File: src/rtl/online_mult_ctrl_pkg.sv
// Shared bit representations for the online multiplier controller:
// radix-2 signed-digit codes and FSM state codes.
package online_mult_ctrl_pkg;

  localparam logic [1:0] R2_ZERO    = 2'b00;
  localparam logic [1:0] R2_POS_ONE = 2'b01;
  localparam logic [1:0] R2_NEG_ONE = 2'b11;

  typedef enum logic [2:0] {
    S_IDLE  = 3'd0,
    S_CLEAR = 3'd1,
    S_RUN   = 3'd2,
    S_FLUSH = 3'd3,
    S_DONE  = 3'd4
  } state_t;

  // The unused code 2'b10 is mapped to ZERO so the datapath never sees it.
  function automatic logic [1:0] r2_sanitize(input logic [1:0] d);
    case (d)
      R2_ZERO, R2_POS_ONE, R2_NEG_ONE: r2_sanitize = d;
      default:                         r2_sanitize = R2_ZERO;
    endcase
  endfunction

  function automatic logic r2_is_illegal(input logic [1:0] d);
    return (r2_sanitize(d) != d);
  endfunction

endpackage

File: src/rtl/online_mult_ctrl_step.sv
// step_counter: counts datapath step cycles, with synchronous clear,
// count enable and a terminal-count compare against a supplied value.
module step_counter #(
  parameter int WIDTH = 4
) (
  input  logic             clk,
  input  logic             rst,
  input  logic             i_clr,
  input  logic             i_en,
  input  logic [WIDTH-1:0] i_term,
  output logic [WIDTH-1:0] o_count,
  output logic             o_at_term
);

  logic [WIDTH-1:0] r_count;

  // NOTE: sequential state uses non-blocking assignments only, so every
  // flop samples pre-edge values regardless of block evaluation order.
  always_ff @(posedge clk or negedge rst) begin
    if (!rst)       r_count <= '0;
    else if (i_clr) r_count <= '0;
    else if (i_en)  r_count <= r_count + WIDTH'(1);
  end

  assign o_count   = r_count;
  assign o_at_term = (r_count == i_term);

endmodule

File: src/rtl/online_mult_ctrl.sv
// Control unit for an MSD-first radix-2 online multiplier: sequences
// clear, operand intake, DELTA flush steps and the result digit stream.
module online_mult_ctrl
  import online_mult_ctrl_pkg::*;
#(
  parameter int N     = 8,
  parameter int DELTA = 3
) (
  input  logic       clk,
  input  logic       rst,
  input  logic       start,
  input  logic       in_valid,
  output logic       in_ready,
  input  logic [1:0] x_digit,
  input  logic [1:0] y_digit,
  input  logic [1:0] dp_sel_digit,
  output logic       dp_step,
  output logic       dp_clr,
  output logic [1:0] dp_x_digit,
  output logic [1:0] dp_y_digit,
  output logic [1:0] z_digit,
  output logic       z_valid,
  output logic       busy,
  output logic       done,
  output logic       err
);

  localparam int             CW        = $clog2(N + DELTA + 1);
  localparam logic [CW-1:0]  LAST_RUN  = CW'(N - 1);
  localparam logic [CW-1:0]  LAST_STEP = CW'(N + DELTA - 1);
  localparam logic [CW-1:0]  FIRST_Z   = CW'(DELTA);

  state_t        r_state;
  logic          r_err;
  logic          r_z_valid;
  logic [1:0]    r_z_digit;

  logic          w_accept;
  logic          w_step;
  logic          w_emit;
  logic          w_at_term;
  logic [CW-1:0] w_term;
  logic [CW-1:0] w_count;

  assign w_accept = (r_state == S_RUN) && in_valid;
  assign w_step   = w_accept || (r_state == S_FLUSH);
  assign w_term   = (r_state == S_FLUSH) ? LAST_STEP : LAST_RUN;
  // The first DELTA steps only prime the residual; digits appear after that.
  assign w_emit   = w_step && (w_count >= FIRST_Z);

  step_counter #(.WIDTH(CW)) u_step_counter (
    .clk       (clk),
    .rst       (rst),
    .i_clr     (r_state == S_CLEAR),
    .i_en      (w_step),
    .i_term    (w_term),
    .o_count   (w_count),
    .o_at_term (w_at_term)
  );

  always_ff @(posedge clk or negedge rst) begin
    if (!rst) begin
      r_state   <= S_IDLE;
      r_err     <= 1'b0;
      r_z_valid <= 1'b0;
      r_z_digit <= R2_ZERO;
    end else begin
      r_z_valid <= w_emit;
      r_z_digit <= w_emit ? dp_sel_digit : R2_ZERO;
      case (r_state)
        S_IDLE:  if (start) r_state <= S_CLEAR;
        S_CLEAR: begin
          r_err   <= 1'b0;
          r_state <= S_RUN;
        end
        S_RUN: if (w_accept) begin
          if (r2_is_illegal(x_digit) || r2_is_illegal(y_digit)) r_err <= 1'b1;
          if (w_at_term) r_state <= S_FLUSH;
        end
        S_FLUSH: if (w_at_term) r_state <= S_DONE;
        S_DONE:  r_state <= S_IDLE;
        default: r_state <= S_IDLE;
      endcase
    end
  end

  // NOTE: outputs are continuous decodes of registered state, so no
  // incomplete-assignment path exists that could infer a latch.
  assign in_ready   = (r_state == S_RUN);
  assign dp_step    = w_step;
  assign dp_clr     = (r_state == S_CLEAR);
  assign dp_x_digit = w_accept ? r2_sanitize(x_digit) : R2_ZERO;
  assign dp_y_digit = w_accept ? r2_sanitize(y_digit) : R2_ZERO;
  assign busy       = (r_state != S_IDLE);
  assign done       = (r_state == S_DONE);
  assign err        = r_err;
  assign z_valid    = r_z_valid;
  assign z_digit    = r_z_digit;

endmodule

File: config.mk
export PLATFORM = sky130hd
export DESIGN_NAME = online_mult_ctrl
export DESIGN_NICKNAME = d
export VERILOG_FILES = /design/src/rtl/online_mult_ctrl_pkg.sv /design/src/rtl/online_mult_ctrl_step.sv /design/src/rtl/online_mult_ctrl.sv
export SDC_FILE = /design/constraint.sdc
export NUM_CORES = 1
export LEC_CHECK = 0
export CAP_MARGIN = 20
export CORE_AREA = 2 2 41 43
export DETAILED_ROUTE_END_ITERATION = 8
export DIE_AREA = 0 0 43 45
export GPL_TIMING_DRIVEN = 0
export PLACE_DENSITY = 0.85
export SYNTH_ARGS = -nofsm -noshare
export SYNTH_HDL_FRONTEND = slang
export SYNTH_HIERARCHICAL = 1
export SYNTH_SLANG_ARGS = --single-unit
File: constraint.sdc
create_clock -name clk -period 5.2 [get_ports clk]
set_input_delay 1.3 -clock clk [delete_from_list [all_inputs] [get_ports clk]]
set_output_delay 1.3 -clock clk [all_outputs]
set_load 0.1 [all_outputs]
Yosys cells after proc, flatten, opt, wreduce, memory -nomap -nowiden

Cells that the tools add are included.

Register bits after elaboration: 11
Logic and storage cells: 57

Add/subtract/negate cells: 1
Order comparisons: 1
Equality and inequality tests: 16
Mux-type cells: 20
Reductions and logical operators: 14

Operator list:

| operator              | count |
|---|---|
| $mux W2               | 9 |
| $mux W3               | 4 |
| $mux W4               | 3 |
| $pmux W3 S4           | 1 |
| $ne A2 B1 Y1 const B  | 4 |
| $eq A3 B2 Y1 const B  | 2 |
| $reduce_or A3 Y1      | 2 |
| $add A4 B1 Y4 const B | 1 |
| $eq A2 B1 Y1 const B  | 2 |
| $eq A2 B2 Y1 const B  | 2 |
| $eq A4 B4 Y1          | 1 |
| $ge A4 B2 Y1 const B  | 1 |
| $logic_not A2 Y1      | 2 |
| $ne A2 B2 Y1          | 2 |
| $reduce_and A4 Y1     | 1 |
| $reduce_bool A2 Y1    | 2 |
| $eq A3 B1 Y1 const B  | 1 |
| $eq A3 B3 Y1 const B  | 1 |
| $logic_not A3 Y1      | 1 |
| $reduce_and A3 Y1     | 1 |
| $reduce_bool A3 Y1    | 1 |
| $logic_and A1 B1 Y1   | 2 |
| $logic_or A1 B1 Y1    | 2 |
| $mux W1               | 2 |
| 2 further kinds       | 2 |

Logic depth before layout (Yosys ltp)

Word-level depth: 10
Mapped depth: 7

By module

The synthesis kept the hierarchy.

By module, submodules not included:

| module           | instances | cells an instance | area each (µm²) | sequential area each (µm²) |
|---|---|---|---|---|
| online_mult_ctrl | 1         | 41                | 394.1           | 175.2 |
| step_counter     | 1         | 21                | 234.0           | 100.1 |

Worst setup path before layout

No wires, ideal clock.

Path type: register to output
Start point: reg r_state[1]
End point: out dp_clr
Arrival time: 3005 ps
Data required time: 3900 ps
Setup slack: 895 ps
Cell stages (with the launch flop): 2
Buffers on the path: 0
Cell sequence: dfrtp_1 -> nor3b_1

Longest elaborated chain between the ends: 1

Ends and longest elaborated chain:

| item                     | RTL line               | source |
|---|---|---|
| start: declaration       | online_mult_ctrl.sv:33 | `state_t r_state;` |
| start signal: assignment | online_mult_ctrl.sv:63 | `r_state <= S_IDLE;` |
| start signal: assignment | online_mult_ctrl.sv:71 | `S_IDLE: if (start) r_state <= S_CLEAR;` |
| start signal: assignment | online_mult_ctrl.sv:74 | `r_state <= S_RUN;` |
| $eq A3 B1 Y1             | online_mult_ctrl.sv:91 | `assign dp_clr = (r_state == S_CLEAR);` |
| end: declaration         | online_mult_ctrl.sv:18 | `output logic dp_clr,` |

No other way between the ends.

Worst setup path after layout

Start point: in in_valid
End point: out dp_step

Longest elaborated chain between the ends: 2

Ends and longest elaborated chain:

| item                | RTL line               | source |
|---|---|---|
| start: declaration  | online_mult_ctrl.sv:12 | `input logic in_valid,` |
| $logic_and A1 B1 Y1 | online_mult_ctrl.sv:45 | `assign w_accept = (r_state == S_RUN) && in_valid;` |
| $logic_or A1 B1 Y1  | online_mult_ctrl.sv:46 | `assign w_step = w_accept \|\| (r_state == S_FLUSH);` |
| end: declaration    | online_mult_ctrl.sv:17 | `output logic dp_step,` |

No other way between the ends.

==> reports/metrics.yaml <==
run_status: "finished clean"
clock_latency_ps: 260
cts_buffer_depth: 2
postCtsResizedCells: 0
yosysWarnings: 6
worstMarginPinSlew_ps: 992
rows: 14
hold_buffers: 0
slew_headroom: 0.337
grt_max_degree: 12
via_count: 538
routed_via_density: 5.17
dp_hpwl_um: 984
nFillCells: 140
remaining_drc_errors: 0
synth_cell_types: 31
synthTopCellsByArea: "dfrtp_1 (44%), xor2_1 (5.6%), and2_1 (5.0%)"
coreArea_um2: 1470
avgRoutedWirePerCell_um: 12.4
drt_pre_antenna_iters: 3
arrival_ps: 3430
clock_sinks: 11
maxSlewViolCount: 0
syn_nets: 73
path_clk_slew_ps: 70
ys.flop_type: "dfrtp_1"
cts_made_buffers: 3
required_ps: 3900
path_class: "primary input to output pin"
crit_chain: "clkdlybuf4s50_1, nor2_1, nor2_1, clkdlybuf4s50_1"
die-area_um2: 1940
hold_class: "flop to flop"
final_nets: 100
fmax_ghz: 0.211
setup-tns-final_ps: 0
start_util: 0.427
ys_seq_area_frac: 0.438
htree_num_levels: 1
slowest_delay_ps: 1220
grt_pass1_vias: 483
io_pins: 23
cp-start-kind: "primary input"
holdPathStages: 2
hold_viol: 0
die_y_um: 45
final_antenna_net_count: 0
async_flop_share: 1.00
max-cap-violations: 0
fin_util: 0.608
n_antenna_cell: 0
yosysMostFrequentCell: "dfrtp_1"
drive_gt1_frac: 0.114
numPortBuffers: 22
fin_crit_ps: 4730
synthTopCellsByCount: "dfrtp_1 (11), nor2_1 (7), and2_1 (5)"
regToRegSetupSlack_ps: 3270
synth_seq_cells: 11
cts_root_buf: "clkbuf_4"
synth_edf_count: 0
rsz0062_at_grt: "no"
finalSetupViolCount: 0
synth_area_um2: 628
cp_max_fo: 6
fin_skew_ps: 0.689
synth_top_area_frac: 0.438
reg2reg_depth: 6
syn_area_per_cell_um2: 10.1
place.gp.congestion: 0.739
drtIter0Drc: 5
grt_pass1_wl_mm: 2.18
cp-end-kind: "output pin"
die_w_um: 43
antenna_found_initial: 0
track_usage: 0.156
slowest_stage: "clkdlybuf4s50_1"
postCtsSetupBuffers: 0
synth_cells: 62
area_delta_synth_final_pct: 42.4
cts_tree: "built"
synth_top_cell_by_area: "dfrtp_1"
finalCritPeriodShare: 0.910
grt_overflow_total: 0
routed_wl_mm: 1.29
## cells by family (layout without fill, tap and decap cells)
logic type	count (synthesis)	after routing	synth area share
other	1	1	0.00597
buffers and inverters	5	31	0.0359
xor gates and xnor gates	5	5	0.0697
AOI/OAI and AO/OA	6	6	0.0697
DFF	11	11	0.438
adders and majority gates	1	1	0.0199
muxes	2	2	0.0398
and+or+nand+nor	31	31	0.321
## area by class of cell
type / count / area [um^2] / share of cell area
Inverter: 4 / 15.0 / 0.0168
Sequential cell: 11 / 275 / 0.308
Multi-Input combinational cell: 46 / 330 / 0.369
Tap cell: 16 / 20.0 / 0.0224
Clock buffer: 4 / 26.3 / 0.0294
Timing Repair Buffer: 22 / 220 / 0.246
Buffer: 1 / 7.51 / 0.00839
## final timing paths
kind | startpoint | to
min in group asynchronous | rst | z_valid$_DFF_PN0_
min reg2reg | err$_DFFE_PN0P_ | err$_DFFE_PN0P_
max reg2reg | r_state[1]$_DFFE_PN0P_ | r_state[0]$_DFFE_PN0P_
max in group asynchronous | rst | u_step_counter/o_count[0]$_DFFE_PN0P_
max | in_valid | dp_step
min | err$_DFFE_PN0P_ | err$_DFFE_PN0P_
## critical path: cells and delay by family
family                 cells  cell delay, ps
AND/OR/NAND/NOR            2             420
buffers and inverters      2            1720
## per-layer routing
| layer | wire [um] | vias up | track usage |
|---|---|---|---|
| li1 | - | 265 | - |
| met1 | 565 | 252 | 0.174 |
| met2 | 615 | 19 | 0.264 |
| met3 | 93 | 2 | 0.0640 |
| met4 | 18 | 0 | 0.0727 |
| met5 | 0 | - | 0 |
## metrics by stage
stage          hold slack [ps]  std cells  instance area [um^2]  setup WS (ps)
6_report                   517        104                   895            466
5_1_grt                    548        104                   895            314
4_1_cts                    519        104                   895            445
3_5_place_dp               505        100                   868            436
3_3_place_gp               501        100                   868            452
2_1_floorplan              488         62                   628            895
## flip-flops by register name, indices dropped and copies added, names as in the netlist
| register | count |
|---|---|
| z_valid | 1 |
| u_step_counter/o_count | 4 |
| err | 1 |
| r_state | 3 |
| z_digit | 2 |
## cell usage in the layout, fill, tap and decap left out, types with 2 or more instances in the layout
cell	count
and2_1	5
nor2_1	7
inv_1	4
dfrtp_1	11
nand2_1	2
nand3b_1	2
nor2b_1	2
xor2_1	4
and3_1	3
clkdlybuf4s50_1	22
clkbuf_4	3
Power is left out: the tool's default activity adds up to more than one toggle a clock period on the data nets, which glitch-free logic cannot reach.
